<file path="config.mk">
export PLATFORM = sky130hd
export DESIGN_NAME = act_unit_arbiter
export DESIGN_NICKNAME = d
export VERILOG_FILES = /design/src/rtl/act_unit_arbiter_pkg.sv /design/src/rtl/act_unit_arbiter_tag_fifo.sv /design/src/rtl/act_unit_arbiter.sv
export SDC_FILE = /design/constraint.sdc
export NUM_CORES = 1
export LEC_CHECK = 0
export CAP_MARGIN = 30
export CORE_MARGIN = 4
export CORE_UTILIZATION = 40
export DETAILED_ROUTE_END_ITERATION = 6
export GPL_ROUTABILITY_DRIVEN = 0
export PLACE_DENSITY = 0.9
export SYNTH_ARGS = -nofsm -noshare
export SYNTH_HDL_FRONTEND = slang
export SYNTH_SLANG_ARGS = --single-unit
</file>
<file path="constraint.sdc">
create_clock -name i_clk -period 9.8 [get_ports i_clk]
set_clock_uncertainty 0.1 [all_clocks]
set_input_delay 1.47 -clock i_clk [delete_from_list [all_inputs] [get_ports i_clk]]
set_output_delay 1.47 -clock i_clk [all_outputs]
set_load 0.02 [all_outputs]
</file>
<file path="src/rtl/act_unit_arbiter_pkg.sv">
// -----------------------------------------------------------------------------
// act_arb_pkg
// Shared types and helpers for the activation-unit arbiter.
//   arb_state_t : arbiter FSM state encoding
//   tag_width() : bits needed to tag an element with its requester index
//   rr_pick()   : round-robin search from a pointer upward with wrap
// -----------------------------------------------------------------------------
package act_arb_pkg;

    typedef enum logic [1:0] {
        IDLE  = 2'd0,
        ARB   = 2'd1,
        BURST = 2'd2
    } arb_state_t;

    // Requester vectors are zero-extended to this width before searching.
    localparam int MAX_REQ = 8;

    function automatic int tag_width(input int num_req);
        return $clog2(num_req);
    endfunction

    // First index with valid set, searching ptr, ptr+1, ... wrapping at
    // num_req. Iterating from the far end lets the nearest match win.
    // Returns ptr when nothing is valid.
    function automatic logic [2:0] rr_pick(input logic [MAX_REQ-1:0] valid,
                                           input logic [2:0]         ptr,
                                           input int                 num_req);
        int s;
        rr_pick = ptr;
        for (int k = MAX_REQ - 1; k >= 0; k--) begin
            if (k < num_req) begin
                s = int'(ptr) + k;
                if (s >= num_req) begin
                    s = s - num_req;
                end
                if (valid[s[2:0]]) begin
                    rr_pick = s[2:0];
                end
            end
        end
    endfunction

endpackage

</file>
<file path="src/rtl/act_unit_arbiter_tag_fifo.sv">
// -----------------------------------------------------------------------------
// act_tag_fifo
// Synchronous FIFO holding the owner tag of every element in flight through
// the activation unit. Pushes while full and pops while empty are ignored.
// Ports:
//   i_clk, i_rst     clock, synchronous active-high reset
//   i_push, i_din    write request and tag
//   i_pop            read request (head advances)
//   o_dout           head tag
//   o_full, o_empty  status, derived from the registered count
//   o_count          registered occupancy
// -----------------------------------------------------------------------------
module act_tag_fifo #(
    parameter  int WIDTH = 2,
    parameter  int DEPTH = 8,
    localparam int CNT_W = $clog2(DEPTH) + 1
) (
    input  logic             i_clk,
    input  logic             i_rst,
    input  logic             i_push,
    input  logic             i_pop,
    input  logic [WIDTH-1:0] i_din,
    output logic [WIDTH-1:0] o_dout,
    output logic             o_full,
    output logic             o_empty,
    output logic [CNT_W-1:0] o_count
);
    localparam int PTR_W = $clog2(DEPTH);

    logic [WIDTH-1:0] r_mem [DEPTH];
    logic [PTR_W-1:0] r_wr_ptr;
    logic [PTR_W-1:0] r_rd_ptr;
    logic [CNT_W-1:0] r_count;
    logic             w_push;
    logic             w_pop;

    assign o_full  = (r_count == CNT_W'(DEPTH));
    assign o_empty = (r_count == '0);
    assign o_count = r_count;
    assign o_dout  = r_mem[r_rd_ptr];
    assign w_push  = i_push & ~o_full;
    assign w_pop   = i_pop & ~o_empty;

    always_ff @(posedge i_clk) begin
        if (w_push) begin
            r_mem[r_wr_ptr] <= i_din;
        end
    end

    // Depth is a power of two, so pointers wrap naturally.
    always_ff @(posedge i_clk) begin
        if (i_rst) begin
            r_wr_ptr <= '0;
            r_rd_ptr <= '0;
            r_count  <= '0;
        end else begin
            if (w_push) begin
                r_wr_ptr <= r_wr_ptr + PTR_W'(1);
            end
            if (w_pop) begin
                r_rd_ptr <= r_rd_ptr + PTR_W'(1);
            end
            if (w_push && !w_pop) begin
                r_count <= r_count + CNT_W'(1);
            end else if (w_pop && !w_push) begin
                r_count <= r_count - CNT_W'(1);
            end
        end
    end

endmodule

</file>
<file path="src/rtl/act_unit_arbiter.sv">
// -----------------------------------------------------------------------------
// act_unit_arbiter
// Round-robin arbiter sharing one element-serial activation unit between
// NUM_REQ requesters. Whole bursts (terminated by last) are granted to one
// requester; every issued element is tagged with its owner so results are
// routed back in order. Forward and return paths are purely combinational.
// Ports:
//   i_clk, i_rst                    clock, synchronous active-high reset
//   i_req_valid/data/last, o_req_ready   requester element streams
//   o_resp_valid, o_resp_data, i_resp_ready  per-requester result return
//   o_act_in_valid/data, i_act_in_ready     to activation unit
//   i_act_out_valid/data, o_act_out_ready   from activation unit
//   o_busy                          burst granted or results outstanding
// Optional (macro ACT_ARB_STATS_EN):
//   o_stat_elems  per-requester issued-element counters (32 bit, saturating)
//   o_stat_stall  cycles with act_in_valid & ~act_in_ready (saturating)
//
// State | meaning
// IDLE  | no grant; move to ARB when any requester is valid
// ARB   | pick next requester from rr_ptr; back to IDLE if requests vanished
// BURST | forward granted requester until its last element is accepted
// -----------------------------------------------------------------------------
module act_unit_arbiter
    import act_arb_pkg::*;
#(
    parameter int NUM_REQ      = 4,
    parameter int IN_WIDTH     = 32,
    parameter int OUT_WIDTH    = 8,
    parameter int MAX_INFLIGHT = 8
) (
    input  logic                        i_clk,
    input  logic                        i_rst,
    input  logic [NUM_REQ-1:0]          i_req_valid,
    input  logic [NUM_REQ*IN_WIDTH-1:0] i_req_data,
    input  logic [NUM_REQ-1:0]          i_req_last,
    output logic [NUM_REQ-1:0]          o_req_ready,
    output logic [NUM_REQ-1:0]          o_resp_valid,
    output logic [OUT_WIDTH-1:0]        o_resp_data,
    input  logic [NUM_REQ-1:0]          i_resp_ready,
    output logic                        o_act_in_valid,
    input  logic                        i_act_in_ready,
    output logic [IN_WIDTH-1:0]         o_act_in_data,
    input  logic                        i_act_out_valid,
    input  logic [OUT_WIDTH-1:0]        i_act_out_data,
    output logic                        o_act_out_ready,
    output logic                        o_busy
`ifdef ACT_ARB_STATS_EN
    ,
    output logic [NUM_REQ*32-1:0]       o_stat_elems,
    output logic [31:0]                 o_stat_stall
`endif
);
    localparam int TAG_W = tag_width(NUM_REQ);
    localparam int CNT_W = $clog2(MAX_INFLIGHT) + 1;

    arb_state_t          r_state;
    logic [TAG_W-1:0]    r_rr_ptr;
    logic [TAG_W-1:0]    r_grant_id;

    logic [MAX_REQ-1:0]  w_valid_ext;
    logic [2:0]          w_pick;
    logic                w_sel_valid;
    logic                w_sel_last;
    logic [IN_WIDTH-1:0] w_sel_data;
    logic                w_in_burst;
    logic                w_in_hs;
    logic                w_full;
    logic                w_empty;
    logic [TAG_W-1:0]    w_head;
    logic [CNT_W-1:0]    w_count;
    logic                w_head_ready;
    logic                w_pop;

    // Forward path: mux the granted requester onto the unit input.
    always_comb begin
        w_valid_ext                = '0;
        w_valid_ext[NUM_REQ-1:0]   = i_req_valid;
        w_sel_valid                = 1'b0;
        w_sel_last                 = 1'b0;
        w_sel_data                 = '0;
        for (int i = 0; i < NUM_REQ; i++) begin
            if (r_grant_id == TAG_W'(i)) begin
                w_sel_valid = i_req_valid[i];
                w_sel_last  = i_req_last[i];
                w_sel_data  = i_req_data[i*IN_WIDTH +: IN_WIDTH];
            end
        end
    end

    assign w_pick         = rr_pick(w_valid_ext, 3'(r_rr_ptr), NUM_REQ);
    assign w_in_burst     = (r_state == BURST);
    assign o_act_in_valid = w_in_burst & w_sel_valid & ~w_full;
    assign o_act_in_data  = w_sel_data;
    assign w_in_hs        = o_act_in_valid & i_act_in_ready;

    // Return path: the FIFO head names the owner of the result at the unit output.
    always_comb begin
        o_req_ready  = '0;
        o_resp_valid = '0;
        w_head_ready = 1'b0;
        for (int i = 0; i < NUM_REQ; i++) begin
            o_req_ready[i] = w_in_burst & (r_grant_id == TAG_W'(i))
                             & i_act_in_ready & ~w_full;
            if (w_head == TAG_W'(i)) begin
                o_resp_valid[i] = i_act_out_valid & ~w_empty;
                w_head_ready    = i_resp_ready[i];
            end
        end
    end

    assign o_resp_data     = i_act_out_data;
    assign o_act_out_ready = w_head_ready & ~w_empty;
    assign w_pop           = i_act_out_valid & o_act_out_ready;
    assign o_busy          = (r_state != IDLE) | (w_count != '0);

    act_tag_fifo #(
        .WIDTH (TAG_W),
        .DEPTH (MAX_INFLIGHT)
    ) u_tag_fifo (
        .i_clk   (i_clk),
        .i_rst   (i_rst),
        .i_push  (w_in_hs),
        .i_pop   (w_pop),
        .i_din   (r_grant_id),
        .o_dout  (w_head),
        .o_full  (w_full),
        .o_empty (w_empty),
        .o_count (w_count)
    );

    always_ff @(posedge i_clk) begin
        if (i_rst) begin
            r_state    <= IDLE;
            r_rr_ptr   <= '0;
            r_grant_id <= '0;
        end else begin
            case (r_state)
                IDLE: begin
                    if (|i_req_valid) begin
                        r_state <= ARB;
                    end
                end
                ARB: begin
                    if (|i_req_valid) begin
                        r_grant_id <= TAG_W'(w_pick);
                        r_state    <= BURST;
                    end else begin
                        r_state <= IDLE;
                    end
                end
                BURST: begin
                    if (w_in_hs && w_sel_last) begin
                        r_rr_ptr <= (r_grant_id == TAG_W'(NUM_REQ - 1)) ?
                                    '0 : r_grant_id + TAG_W'(1);
                        r_state  <= IDLE;
                    end
                end
                default: r_state <= IDLE;
            endcase
        end
    end

`ifdef ACT_ARB_STATS_EN
    logic [31:0] r_stat_elems [NUM_REQ];
    logic [31:0] r_stat_stall;

    always_ff @(posedge i_clk) begin
        if (i_rst) begin
            for (int i = 0; i < NUM_REQ; i++) begin
                r_stat_elems[i] <= '0;
            end
            r_stat_stall <= '0;
        end else begin
            for (int i = 0; i < NUM_REQ; i++) begin
                if (w_in_hs && (r_grant_id == TAG_W'(i)) && (r_stat_elems[i] != '1)) begin
                    r_stat_elems[i] <= r_stat_elems[i] + 32'd1;
                end
            end
            if (o_act_in_valid && !i_act_in_ready && (r_stat_stall != '1)) begin
                r_stat_stall <= r_stat_stall + 32'd1;
            end
        end
    end

    always_comb begin
        for (int i = 0; i < NUM_REQ; i++) begin
            o_stat_elems[i*32 +: 32] = r_stat_elems[i];
        end
    end

    assign o_stat_stall = r_stat_stall;
`endif

    // A result with no outstanding tag has no owner; it is left unacknowledged.
    a_no_orphan_result: assert property (@(posedge i_clk) disable iff (i_rst)
        !(i_act_out_valid && w_empty));

endmodule

</file>
======== After elaboration in Yosys (flattened, before gate mapping) ========
Memory sizes are Yosys's and may differ from the RTL's. A register that Yosys moved wholly into a read port is not among the register bits.
Index checks and enable logic that the tools add are counted.
word-level totals
  register bits ........................... 16
  RAM bits ................................ 16
  memories kept ........................... 1
cells by class
  add/subtract/negate cells ............... 12
  magnitude comparators ................... 8
  eq/ne operators ......................... 11
  multiplexer cells ....................... 47
  bitwise logic cells ..................... 23
  reductions and logical operators ........ 16
memories
  name              words  bits a word  rd ports  clocked after memory_dff  write ports  RTL line                         text
  u_tag_fifo.r_mem  8      2            1         1                         1            act_unit_arbiter_tag_fifo.sv:30  logic [WIDTH-1:0] r_mem [DEPTH];
operators by type and width
  kind                                                      count
  2-to-1 mux 32 bit                                         4
  2-to-1 mux 1 bit                                          22
  bitwise AND 1 bit                                         20
  2-to-1 mux 3 bit                                          6
  < comparator 3 x 4 -> 1 bit, second input constant        4
  2-to-1 mux 2 bit                                          8
  binary-select mux 1 bit (select 3 bit)                    4
  equality test 2 bit, second input constant                5
  greater-or-equal comparator 3 bit, second input constant  3
  subtractor 3 bit, second input constant                   3
  2-to-1 mux 4 bit                                          2
  adder 2 x 2 -> 3 bit, second input constant               2
  adder 3 x 1 -> 3 bit, second input constant               2
  equality test 2 x 1 -> 1 bit, second input constant       3
  logical NOT 2 bit                                         3
  one-hot mux 2 bit (3 select lines)                        1
  AND reduction 2 bit                                       3
  adder 4 x 1 -> 4 bit, second input constant               1
  equality test 4 bit, second input constant                1
  logical NOT 4 bit                                         1
  nonzero test 2 bit                                        2
  nonzero test 4 bit                                        1
  OR reduction 4 bit                                        1
  subtractor 4 x 1 -> 4 bit, second input constant          1
  other kinds (10)                                          14

======== Longest topological paths before layout ========
  word-level depth ........................ 13
  mapped depth ............................ 15

======== Cells and area by module ========
From an unflattened synthesis, not the netlist that was laid out.
unflattened totals
  cell total of the unflattened synthesis .. 409
  area, all modules ....................... 3171.8 um2
by module, submodules not included
  module            instances  cells an instance  area an instance (um2)  sequential area each (um2)
  act_unit_arbiter  1          314                1895.6                  120.1
  act_tag_fifo      1          95                 1276.2                  740.7

======== Worst setup path before layout ========
Ideal clock, no wire load.
  kind .................................... input-to-output
  from .................................... in i_req_valid[2]
  to ...................................... out o_act_in_valid
  arrival ................................. 2.803 ns
  data required time ...................... 8.230 ns
  setup slack ............................. 5.427 ns
  stages .................................. 5
  path buffers ............................ 1
  cells stage by stage .................... clkbuf_1 -> nor2b_1 -> a311oi_1 -> nor2_1 -> a211oi_1
between the ends
  longest elaborated chain between the ends .. 4
ends and longest elaborated chain
  item                            RTL line                text
  start, declared                 act_unit_arbiter.sv:33  input logic [NUM_REQ-1:0] i_req_valid,
  2-to-1 mux 1 bit (2 in a row)   act_unit_arbiter.sv:82  if (r_grant_id == TAG_W'(i)) begin
  bitwise AND 1 bit (2 in a row)  act_unit_arbiter.sv:92  assign o_act_in_valid = w_in_burst & w_sel_valid & ~w_full;
  end, declared                   act_unit_arbiter.sv:40  output logic o_act_in_valid,
Every way passes these cells.

======== Worst setup path in the final report ========
  from .................................... in i_req_valid[0]
  to ...................................... out o_act_in_valid
between the ends
  longest elaborated chain between the ends .. 6
ends and longest elaborated chain
  item                            RTL line
  2-to-1 mux 1 bit (4 in a row)   act_unit_arbiter.sv:82
  bitwise AND 1 bit (2 in a row)  act_unit_arbiter.sv:92
Every way passes these cells.

==> key figures <==
Cells and area
  – Diodes inserted: 0
  – Ratio of cells with drive above 1 in the final layout: 0.0439
  – Filler cell count in the final layout: 585
  – Post-layout nets: 731
  – Top library cells by usage in the layout, fill and taps aside: sky130_fd_sc_hd__clkdlybuf4s50_1, sky130_fd_sc_hd__nand2_1, sky130_fd_sc_hd__a21oi_1
  – Synth-to-Final Area Change: 61.6%
  – Most common cell after layout, fill and taps aside: sky130_fd_sc_hd__clkdlybuf4s50_1
  – Footprint of the multi-input gates: 2040 µm²
  – Register area: 861 µm²

Timing
  – Setup repair after global routing missed its margin: false
  – Worst slew margin relative to its limit: 0.310
  – Final worst path period need: 5.19 ns
  – Peak clock frequency supported by timing: 193 MHz
  – Tcrit/Tclk final: 0.530
  – Total negative slack for setup checks: 0 ns
  – Transition time at the pin with the least slew margin: 1.03 ns
  – Total count of hold-check failures in the final report: 0
  – Number of max-slew violations in the final report: 0
  – Final setup violation count: 0

Flow run
  – Reported max-cap violation count: 0

Min path
  – Number of cells traversed by the worst hold path: 1
  – Hold path start: r_state[1]$_SDFFE_PP0P_
  – Worst min-delay path category: reg -> reg
  – Sink of the worst hold path: r_state[0]$_SDFFE_PP0P_

Global route
  – Overall track demand over capacity in global routing: 0.246
  – Total congestion overflow: 0
  – Via count of the first global-routing pass: 3518
  – First-pass GRT wire length: 17.2 mm
  – Largest net degree at the start of global routing: 70
  – Antenna violations before repair: 0

Clock network
  – Cells resized by post-CTS repair: 0
  – Number of clock buffers inserted by TritonCTS: 5
  – Clock edge transition at the registers on the reported setup and hold paths: 0.07 ns
  – Clock sink count: 35
  – Count of hold buffers inserted by post-cts repair: 0
  – Insertion delay of the later-clocked pin in the worst-skew pair: 0.28 ns
  – Cell chosen for the clock root: sky130_fd_sc_hd__clkbuf_8
  – H-tree depth: 2
  – Longest Clk Path Bufs: 2
  – Postcts setup bufs: 0
  – TritonCTS clock tree: yes

Logic synthesis
  – Sequential fraction of the synthesis area: 0.276
  – Seq cells post-synth: 35
  – Fraction of post-synthesis cell area in the top cell type by area: 0.154
  – Mean Syn Cell Area: 7.58 µm²
  – Cell area after technology mapping: 3120 µm²
  – Yosys synthesis warning count: 0
  – Post-synth cell types: 49
  – Number of standard cells after synthesis: 412
  – Main area contributors after synthesis: sky130_fd_sc_hd__edfxtp_1, sky130_fd_sc_hd__dfxtp_1, sky130_fd_sc_hd__a21oi_1, sky130_fd_sc_hd__nand2_1, sky130_fd_sc_hd__nand3b_1
  – Area leader, netlist: sky130_fd_sc_hd__edfxtp_1
  – Syn nets: 575

Floorplan
  – Initial core utilization: 0.422
  – I/O pin count: 203
  – Die height: 96.4 µm
  – Core box area: 7410 µm²
  – Number of rows in the core area: 31
  – Die width: 96.4 µm
  – Total Die Area: 9290 µm²

Routing
  – DRT antenna net count: 0
  – Via total after detailed routing: 3610
  – DRC marker count from the first detailed-route iteration: 206
  – Detailed-route DRC error count: 0
  – WL/cell: 18.3 µm
  – Vias per Instance: 5.40
  – Final routed wirelength across all metal layers: 12.2 mm
  – Drt pass-1 iters: 5

Setup path
  – Top Family by Delay on Critical Path: buffers and inverters
  – Cell repeated most along the worst path: sky130_fd_sc_hd__clkdlybuf4s50_1
  – Required arrival time at the worst endpoint: 8.23 ns
  – Capture point of the worst reg-to-reg path: u_tag_fifo.o_count[3]$_SDFFE_PP0P_
  – Worst path arrival time: 3.62 ns
  – R2r setup slk: 5.55 ns
  – Sort of element at the end of the critical path: output port
  – FF-to-FF path depth: 13
  – Worst path slowest cell: sky130_fd_sc_hd__clkdlybuf4s50_1
  – Max stage delay on crit path: 0.64 ns
  – Element type at the critical path start: primary input
  – CP max FO: 8
  – Start of the worst register-to-register path: r_grant_id[0]$_SDFFE_PP0P_
  – List of cells traversed by the critical path: clkdlybuf4s50_1 > nand3b_1 > a311oi_1 > nor2_1 > a211oi_1 > clkdlybuf4s50_1
  – Kind of critical path: in -> out
  – Number of buffer and inverter instances along the worst setup path: 2

Power
  – Peak supply drop: 0.0642 mV
  – Overall power consumption: 0.672 mW
  – Power density over the cells: 133 nW/µm²
  – Leakage: 1.77 nW

Run status
  – Outcome: completed

Place
  – Port buffer count: 186
  – HPWL after detailed placement: 9.85 mm
report_power, final:
part	switching (mW)	internal [mW]	leakage, nW
sequential	0.0173	0.165	0.302
combinational	0.191	0.200	1.43
clock	0.0490	0.0495	0.0412
total	0.257	0.415	1.77
Yosys cell counts (all sizes together):
master   number
nor3          3
and2          7
nand2        77
o32ai         1
nor4          4
edfxtp       16
mux4          6
a2bb2oi       1
buf          15
o221ai        2
nand2b        5
inv          12
clkbuf       25
a221oi        2
o211ai        2
xor2          2
nor2b         5
fa            1
xnor2         4
nor4b         2
o21a          1
o211a         1
mux2          3
a311oi        2
nand3b       34
and2b         1
o31ai         1
o21ai        35
mux2i        10
dfxtp        19
nand3         3
a21oi        73
nor3b         2
a21o          1
or3           3
nor2         17
ha           10
a211oi        2
o22ai         1
a22oi         1
layout make-up:
type | count | area share
Clock buffer | 6 | 0.0144
Sequential cell | 35 | 0.171
Timing Repair Buffer | 189 | 0.376
Inverter | 12 | 0.00892
Tap cell | 99 | 0.0245
Clock inverter | 2 | 0.00248
Multi-Input combinational cell | 325 | 0.403
worst register-to-register path, cell delays in order, from the launching register on:
cell and delay [ns]:
sky130_fd_sc_hd__dfxtp_1 0.58, sky130_fd_sc_hd__ha_2 0.96, sky130_fd_sc_hd__nand2_1 0.12, sky130_fd_sc_hd__a311oi_1 0.52
sky130_fd_sc_hd__o21ai_1 0.27, sky130_fd_sc_hd__inv_2 0.19, sky130_fd_sc_hd__ha_1 0.20, sky130_fd_sc_hd__inv_1 0.09
sky130_fd_sc_hd__ha_1 0.28, sky130_fd_sc_hd__a21o_1 0.18, sky130_fd_sc_hd__a21oi_1 0.16, sky130_fd_sc_hd__xnor2_1 0.09
sky130_fd_sc_hd__or3_1 0.30, sky130_fd_sc_hd__a21oi_1 0.14
worst max-delay path by stage:
stage / from / endpoint / cells after the start / slack, ns
after CTS: i_req_valid[0] / o_act_in_valid / 6 / 4.59
after floorplan: i_req_valid[2] / o_act_in_valid / 5 / 5.43
after global routing: i_req_valid[0] / o_act_in_valid / 6 / 4.46
final: i_req_valid[0] / o_act_in_valid / 6 / 4.61
after global placement: i_req_valid[0] / o_act_in_valid / 6 / 4.66
after detailed placement: i_req_valid[0] / o_act_in_valid / 6 / 4.61
layer usage:
metal	GRT usage	share of wire	up-vias
li1	-	-	1770
met1	0.268	0.36	1650
met2	0.437	0.52	165
met3	0.0797	0.082	25
met4	0.0970	0.040	0
met5	0	0	-
state kept, by name (all words and copies together) (netlist names), named ones only:
register and cells:
r_grant_id 2, r_rr_ptr 2, r_state 2, u_tag_fifo.o_count 4, u_tag_fifo.r_mem 16, u_tag_fifo.r_rd_ptr 3, u_tag_fifo.r_wr_ptr 3
stage by stage:
step / instances / cell area [µm²] / worst slack [ns] / utilization / hold WS, ns
6_report: 668 / 5050 / 4.61 / 0.681 / 0.395
3_5_place_dp: 660 / 4960 / 4.61 / 0.670 / 0.392
2_1_floorplan: 412 / 3120 / 5.43 / - / 0.350
5_1_grt: 668 / 5050 / 4.46 / 0.681 / 0.427
3_3_place_gp: 659 / 4940 / 4.66 / 0.667 / 0.367
4_1_cts: 668 / 5050 / 4.59 / 0.681 / 0.400
cells by family after synthesis:
family / synth area share
and+or+nand+nor: 0.270
AOI/OAI and AO/OA: 0.220
buffers and inverters: 0.0749
DFF: 0.276
muxes: 0.0962
adders and majority gates: 0.0465
xor gates and xnor gates: 0.0168
(Power assumes the default switching activity.)
